### src/rtl/booth_dpath.sv
// Radix-2 Booth multiplier datapath: working registers, status to the controller, and a product output register with a valid/ready handshake.
// Optional overrun flag is enabled by defining BOOTH_DPATH_OVR_EN.
module booth_dpath #(
    parameter int WIDTH = 8
) (
    input  logic                 clk,
    input  logic                 reset_n,
    input  logic [WIDTH-1:0]     multiplicand,
    input  logic [WIDTH-1:0]     multiplier,
    input  logic                 clr,
    input  logic                 ld,
    input  logic                 add_sub,
    input  logic                 shft,
    input  logic                 done,
    output logic                 cmp,
    output logic                 incr,
    output logic [2*WIDTH-1:0]   product,
    output logic                 product_valid,
    input  logic                 product_ready,
    output logic                 ovr
);

    localparam int CW = $clog2(WIDTH + 1);

    logic [WIDTH:0]   a;
    logic [WIDTH-1:0] q;
    logic             qm1;
    logic [WIDTH:0]   m;
    logic [CW-1:0]    count;
    logic             handshake;

    assign cmp       = q[0] ^ qm1;
    assign incr      = (count > CW'(1));
    assign handshake = product_valid && product_ready;

    // A and M carry one guard bit so that -2^(WIDTH-1) operands cannot overflow.
    always_ff @(posedge clk or negedge reset_n) begin
        if (!reset_n) begin
            a     <= '0;
            q     <= '0;
            qm1   <= 1'b0;
            m     <= '0;
            count <= '0;
        end else if (clr) begin
            a     <= '0;
            q     <= '0;
            qm1   <= 1'b0;
            m     <= '0;
            count <= '0;
        end else if (ld) begin
            a     <= '0;
            q     <= multiplier;
            qm1   <= 1'b0;
            m     <= {multiplicand[WIDTH-1], multiplicand};
            count <= CW'(WIDTH);
        end else if (add_sub) begin
            case ({q[0], qm1})
                2'b10:   a <= a - m;
                2'b01:   a <= a + m;
                default: a <= a;
            endcase
        end else if (shft) begin
            {a, q, qm1} <= {a[WIDTH], a, q};
            count       <= (count == '0) ? '0 : count - CW'(1);
        end
    end

    always_ff @(posedge clk or negedge reset_n) begin
        if (!reset_n) begin
            product       <= '0;
            product_valid <= 1'b0;
        end else if (done) begin
            product       <= {a[WIDTH-1:0], q};
            product_valid <= 1'b1;
        end else if (handshake) begin
            product_valid <= 1'b0;
        end
    end

`ifdef BOOTH_DPATH_OVR_EN
    logic overrun;

    // An overrun is a new product replacing one the consumer never accepted.
    assign overrun = done && product_valid && !product_ready;

    always_ff @(posedge clk or negedge reset_n) begin
        if (!reset_n) begin
            ovr <= 1'b0;
        end else if (clr) begin
            ovr <= 1'b0;
        end else if (overrun) begin
            ovr <= 1'b1;
        end
    end
`else
    assign ovr = 1'b0;
`endif

endmodule

### config.mk
export PLATFORM = sky130hd
export DESIGN_NAME = booth_dpath
export DESIGN_NICKNAME = d
export VERILOG_FILES = /design/src/rtl/booth_dpath.sv
export SDC_FILE = /design/constraint.sdc
export NUM_CORES = 1
export LEC_CHECK = 0
export BUFFER_PORTS_ARGS = -buffer_cell sky130_fd_sc_hd__buf_2
export CAP_MARGIN = 15
export CORE_ASPECT_RATIO = 1.5
export CORE_MARGIN = 2
export CORE_UTILIZATION = 33
export CTS_CLUSTER_SIZE = 25
export DETAILED_ROUTE_END_ITERATION = 8
export PLACE_DENSITY = 0.62
export SYNTH_ARGS = -nofsm -noshare
export SYNTH_HDL_FRONTEND = slang
export SYNTH_SLANG_ARGS = --single-unit
### constraint.sdc
create_clock -name clk -period 3.3 [get_ports clk]
set_input_delay 0.33 -clock clk [delete_from_list [all_inputs] [get_ports clk]]
set_output_delay 0.33 -clock clk [all_outputs]
set_load 0.02 [all_outputs]
* Word level (Yosys, flattened, before mapping)
Cells that the tools add are included.
Widths: inputs -> output; s select.
** Operators by class
- Add/subtract/negate cells :: 3
- Order comparisons :: 1
- Equal/unequal tests :: 4
- Mux-type cells :: 22
- Bitwise operators :: 1
- Reduce and logical (&&, ||, !) cells :: 11
** Operators with widths (number)
- $mux 9 :: 5
- $mux 8 :: 5
- $mux 4 :: 5
- $pmux 9 s2 :: 1
- $add 9x9->9 :: 1
- $sub 9x9->9 :: 1
- $reduce_bool 4->1 :: 2
- $mux 1 :: 6
- $reduce_and 2->1 :: 3
- $reduce_bool 3->1 :: 2
- $ne 5x3->1 const B :: 1
- $gt 4x1->1 const B :: 1
- $logic_not 4->1 :: 1
- $reduce_bool 2->1 :: 2
- $sub 4x1->4 const B :: 1
- $ne 3x3->1 const B :: 1
- $eq 2x1->1 const B :: 1
- $eq 2x2->1 const B :: 1
- $logic_and 1x1->1 :: 1
- $xor 1x1->1 :: 1
** Word-level totals
- Bits in registers :: 48
- Bits of input ports :: 24
- Output and inout port bits :: 20
- Word-level logic and storage cells :: 50

* Depth between registers and ports, before layout
- Depth after elaboration :: 6
- Mapped depth :: 11
- Gate-level depth less buffers :: 10

* Least setup slack after synthesis
No wires, ideal clock.
- Path type :: reg-to-reg
- Start point :: register q[0]
- End point :: register a[8]
- Setup time :: 0.131 ns
- Data arrival time :: 2.857 ns
- Required time :: 3.169 ns
- Path slack :: 0.312 ns
- Stages on the path, launching flop included :: 11
- Buffers on the path :: 1
- Clock period less this slack :: 2.988 ns
- Cell sequence :: dfrtp_1 -> inv_1 -> ha_1 -> clkbuf_1 -> mux2_2 -> fa_1 -> a211oi_1 -> o21ai_0 -> o211ai_1 -> mux2_2 -> or3_1
** Between the ends
- Longest elaborated chain between the ends :: 5
- Elaborated cells between the ends (all ways) :: 8
- Classes of those cells :: eq/ne (2); mux (4); reduce/logical (2)
** RTL lines
- start: declaration :: RTL line 26 : logic [WIDTH-1:0] q;
- start signal: assignment :: RTL line 52 : q <= multiplier;
- start signal: assignment :: RTL line 63 : {a, q, qm1} <= {a[WIDTH], a, q};
- $eq 2x1->1 / $eq 2x2->1 (equally long branches) :: RTL line 57 : case ({q[0], qm1})
- $pmux 9 s2 :: RTL line 57
- $mux 9 :: RTL line 56 : end else if (add_sub) begin
- $mux 9 :: RTL line 50 : end else if (ld) begin
- $mux 9 :: RTL line 44 : end else if (clr) begin
- end signal: assignment :: RTL line 58 : 2'b10: a <= a - m;
- end signal: assignment :: RTL line 59 : 2'b01: a <= a + m;
- end signal: assignment :: RTL line 63
- end: declaration :: RTL line 25 : logic [WIDTH:0] a;
Several ways; a longest one is shown, not always the timed one. The select of a mux whose other input is x is not followed.
A chain may end at the register's enable or synchronous reset.

* Worst setup path after layout
- Start point :: register m[3]
- End point :: register a[8]
** Between the ends
- Longest elaborated chain between the ends :: 5
- Elaborated cells between the ends (all ways) :: 6
- Classes of those cells :: add/sub (2); mux (4)
** RTL lines
- start: declaration :: RTL line 28 : logic [WIDTH:0] m;
- start signal: assignment :: RTL line 54 : m <= {multiplicand[WIDTH-1], multiplicand};
- $add 9x9->9 / $sub 9x9->9 (equally long branches) :: RTL line 59, 58
- $pmux 9 s2 (*) :: RTL line 57
- $mux 9 (*) :: RTL line 56
- $mux 9 (*) :: RTL line 50
- $mux 9 (*) :: RTL line 44
Mark *: on every way between the ends. The rest lies on a longest branch, timed or not. The select of a mux whose other input is x is not followed.

==> summary.md <==
| Metric | Value |
|---|---|
| Unrepaired setup endpoints after global routing | `false` |
| Clock tree from TritonCTS | `yes` |
| Initial antenna violation count | `0` |
| Yosys reg bits | `47` |
| Layout cells sized above 1 | `between 20% and 30%` |
| Synthesized area | `around 0.0027 mm^2` |
| DRC violations left | `0` |
| Post-Syn Instances | `between 200 and 300` |
| Combined global-route utilization of all metal layers | `14.2%` |
| Setup tns final | `0 ns` |
| Status | `completed` |
| Pre-CTS WS | `between 0.3 and 0.4 ns` |
| Pin count of the biggest net entering global routing | `between 40 and 50` |
| CTS clock-pin slew for the worst setup and hold paths | `0.07 ns` |
| Final antenna diode count | `0` |
| Layout filler cell count | `between 800 and 900` |
| Setup crit start kind | `flop` |
| Final layout net count | `about 350` |
| Setup Crit Path Kind | `reg -> reg` |
| Minimum setup slack in the final design | `0.350 ns` |
| Cell type with the largest total area after synthesis | `sky130_fd_sc_hd__dfrtp_1` |
| Largest cells by area after synthesis | `sky130_fd_sc_hd__dfrtp_1, sky130_fd_sc_hd__mux2i_1, sky130_fd_sc_hd__mux2_2, sky130_fd_sc_hd__nor2_1, sky130_fd_sc_hd__ha_1` |
| Part of the Yosys area used for sequential elements | `between 40% and 50%` |
| Final worst-path cycle share | `between 80% and 90%` |
| Root buffer cell | `sky130_fd_sc_hd__clkbuf_16` |
| DRT Wirelength | `5890 um` |
| Actual transition at the worst max-transition pin | `approximately 0.6 ns` |
| Hold Startpoint | `multiplier[4]` |
| Grt ovf | `0` |
| Maximum number of buffers from clock root to sink | `2` |
| Top layer reached by signal wires | `met4` |
| Endpoint required time on the critical path | `3.47 ns` |
| DP HPWL | `around 4400 um` |
| Detailed-routed wire length on met2 | `3150 um` |
| Effective utilization at floorplan | `roughly 34%` |
| Num Clock Sinks | `47` |
| Post-synth net total | `a little over 300` |
| Slew margin rel. | `around 59%` |
| Met1 Routed Length | `2430 um` |
| Syn-to-layout area delta | `19.0%` |
| Async set-reset flop share out of synthesis | `between 90% and 100%` |
| Number of global-route vias before repair | `a little over 2,000` |
| Number of endpoints with negative hold slack in the final report | `0` |
| Detail-routed net length per standard cell | `14.2 um` |
| Die area | `approximately 0.009 mm^2` |
| Launching instance or port of the critical path | `m[3]$_DFFE_PN0N_` |
| WP data arrival | `~3.1 ns` |
| Number of synthesized flops with an enable pin | `0` |
| Reg-to-reg critical path startpoint | `m[3]$_DFFE_PN0N_` |
| Total number of yosys warnings | `0` |
| Routed via count divided by cell count | `5.00` |
| Post-route clock skew | `0.00862 ns` |
| I/O pin count | `44` |
| CTS buffer count | `5` |
| Vias | `2,077` |
| Floorplan die width | `roughly 77 um` |
| Antenna Nets Post-Route | `0` |
| # rows | `40` |
| Core area | `0.00791 mm^2` |
| Detailed-routing iteration count for the pre-antenna-repair pass | `4` |
| Peak supply drop | `0.317 mV` |
| Share of Yosys cell area claimed by the top area cell type | `about 44%` |
| Max-capacitance violation count | `0` |
| First-pass GRT wire length | `slightly below 10,000 um` |
| Number of port buffers | `between 40 and 50` |
| Static leakage | `around 1.6 nW` |
| Ys flop type | `sky130_fd_sc_hd__dfrtp_1` |
| Kind of end point of the critical path | `flop` |
| RD Place Congestion | `approximately 0.85` |
| Count of H-tree levels built during CTS | `2` |
| Final min period | `between 2 and 3 ns` |
| First DRT Iteration DRCs | `65` |
| CP max FO | `7` |
| Final-report setup violation count | `0` |
| Final-report max-slew violation count | `0` |
| Unique masters post-synth | `35` |
| Avg Inst Size Synth | `just under 10 um^2` |
| Count of cells resized by post-cts repair | `0` |
| Highest Clock Rate | `~340 MHz` |
| Clock insertion delay at the later pin of the skew report | `between 0.2 and 0.3 ns` |
| Min-Delay Path Class | `in -> reg` |
| Die H | `about 110 um` |
| Detailed route wirelength on metal3 | `~170 um` |
| Power density of the placed cells | `478 mW/mm^2` |
[placed cells by master, fill, tap and decap left out, types with 3 or more instances in the layout]
cell                        synthesis  layout
sky130_fd_sc_hd__dfrtp_1           47      47
sky130_fd_sc_hd__nor2_1            46      46
sky130_fd_sc_hd__buf_2              0      42
sky130_fd_sc_hd__mux2i_1           24      24
sky130_fd_sc_hd__a21oi_1           21      21
sky130_fd_sc_hd__mux2_2            18      18
sky130_fd_sc_hd__o21ai_0           12      12
sky130_fd_sc_hd__ha_1              11      11
sky130_fd_sc_hd__xor2_1             7       7
sky130_fd_sc_hd__inv_1              7       7
sky130_fd_sc_hd__nand2b_1           7       7
sky130_fd_sc_hd__nand2_1            7       7
sky130_fd_sc_hd__nor3_1             6       6
sky130_fd_sc_hd__a211oi_1           5       5
sky130_fd_sc_hd__clkbuf_16          0       5
sky130_fd_sc_hd__or3_1              4       4
sky130_fd_sc_hd__a31oi_1            3       3
sky130_fd_sc_hd__a21o_1             3       3
sky130_fd_sc_hd__xnor2_1            3       3
sky130_fd_sc_hd__o211ai_1           3       3
sky130_fd_sc_hd__nand3_1            3       3
[cells by family (layout without fill, tap and decap cells)]
family	Yosys count	in the layout	synth area share (%)
AND/OR/NAND/NOR	85	85	15.0
AO/OA/AOI/OAI	52	52	11.5
flip-flops	47	47	44.3
multiplexers	42	42	16.7
buffers and inverters	21	61	3.11
adder cells (fa/ha/maj)	12	12	5.94
XOR/XNOR	10	10	3.30
other	1	1	0.141
[metal layers]
metal  global-route usage, %  up-vias
met2                    26.5       40
met5                       0        -
met4                    6.19        0
met1                    15.4     1003
li1                        -     1023
met3                    2.61       11
[synth_stat cells (4+ instances only)]
library cell,count
sky130_fd_sc_hd__mux2_2,18
sky130_fd_sc_hd__nor3_1,6
sky130_fd_sc_hd__o21ai_0,12
sky130_fd_sc_hd__a211oi_1,5
sky130_fd_sc_hd__or3_1,4
sky130_fd_sc_hd__nor2_1,46
sky130_fd_sc_hd__mux2i_1,24
sky130_fd_sc_hd__clkbuf_1,11
sky130_fd_sc_hd__inv_1,7
sky130_fd_sc_hd__dfrtp_1,47
sky130_fd_sc_hd__nand2b_1,7
sky130_fd_sc_hd__nand2_1,7
sky130_fd_sc_hd__xor2_1,7
sky130_fd_sc_hd__ha_1,11
sky130_fd_sc_hd__a21oi_1,21
[critical path: stages, from the launching register on]
cell and delay, ns:
sky130_fd_sc_hd__dfrtp_1 0.40, sky130_fd_sc_hd__or3_1 0.40, sky130_fd_sc_hd__nor3_1 0.21, sky130_fd_sc_hd__nor2_1 0.08, sky130_fd_sc_hd__xor2_1 0.15, sky130_fd_sc_hd__ha_1 0.36, sky130_fd_sc_hd__nor2_1 0.16, sky130_fd_sc_hd__nor2b_1 0.07
sky130_fd_sc_hd__o211ai_1 0.28, sky130_fd_sc_hd__mux2_2 0.37, sky130_fd_sc_hd__or3_1 0.35
[per-stage QoR]
| stage | util [%] | power [W] | hold slack [ns] | instance area [um^2] | std cells |
|---|---|---|---|---|---|
| after floorplan | - | 0.000844 | 0.0344 | 2650 | 270 |
| after global placement | 37.3 | 0.000930 | 0.464 | 2950 | 405 |
| after detailed placement | 37.3 | 0.000934 | 0.472 | 2950 | 405 |
| after CTS | 39.5 | 0.00152 | 0.276 | 3130 | 413 |
| after global routing | 39.9 | 0.00158 | 0.296 | 3160 | 415 |
| final | 39.9 | 0.00151 | 0.281 | 3160 | 415 |
[where the power goes]
| part | leakage (nW) | switching [W] | internal [W] | total (W) |
|---|---|---|---|---|
| registers | 0.632 | 0.0000251 | 0.000606 | 0.000631 |
| logic | 0.877 | 0.000169 | 0.000123 | 0.000292 |
| clock network | 0.0868 | 0.000209 | 0.000376 | 0.000585 |
[state kept, by name, summed over array words and instances (netlist names)]
name,flops
q,8
product_valid,1
qm1,1
a,9
product,16
m,8
count,4
[layout make-up]
cell class	count	area (um^2)	share of cell area, %
Clock inverter	2	35.0	1.11
Timing Repair Buffer	46	255	8.09
Multi-Input combinational cell	202	1390	44.2
Clock buffer	6	139	4.40
Inverter	7	26.3	0.832
Sequential cell	47	1180	37.3
Tap cell	105	131	4.16
[what timing repair did]
| action | 4_1_cts | 5_1_grt |
|---|---|---|
| hold buffers | 0 | 1 |
| buffers inserted | 0 | 0 |
| endpoints found under the hold margin | 0 | 7 |
[path summary, 6_finish.rpt]
check,slack [ns],endpoint,cells past startpoint
worst min-delay path,0.28,q[4]$_DFFE_PN0P_,3
min in group asynchronous,0.43,m[6]$_DFFE_PN0N_,2
worst min register to register,0.48,product_valid$_DFFE_PN0P_,1
worst max-delay path,0.35,a[8]$_DFFE_PN0P_,10
worst max register to register,0.35,a[8]$_DFFE_PN0P_,10
max in group asynchronous,2.40,product[10]$_DFFE_PN0P_,3
(Power assumes the default switching activity.)
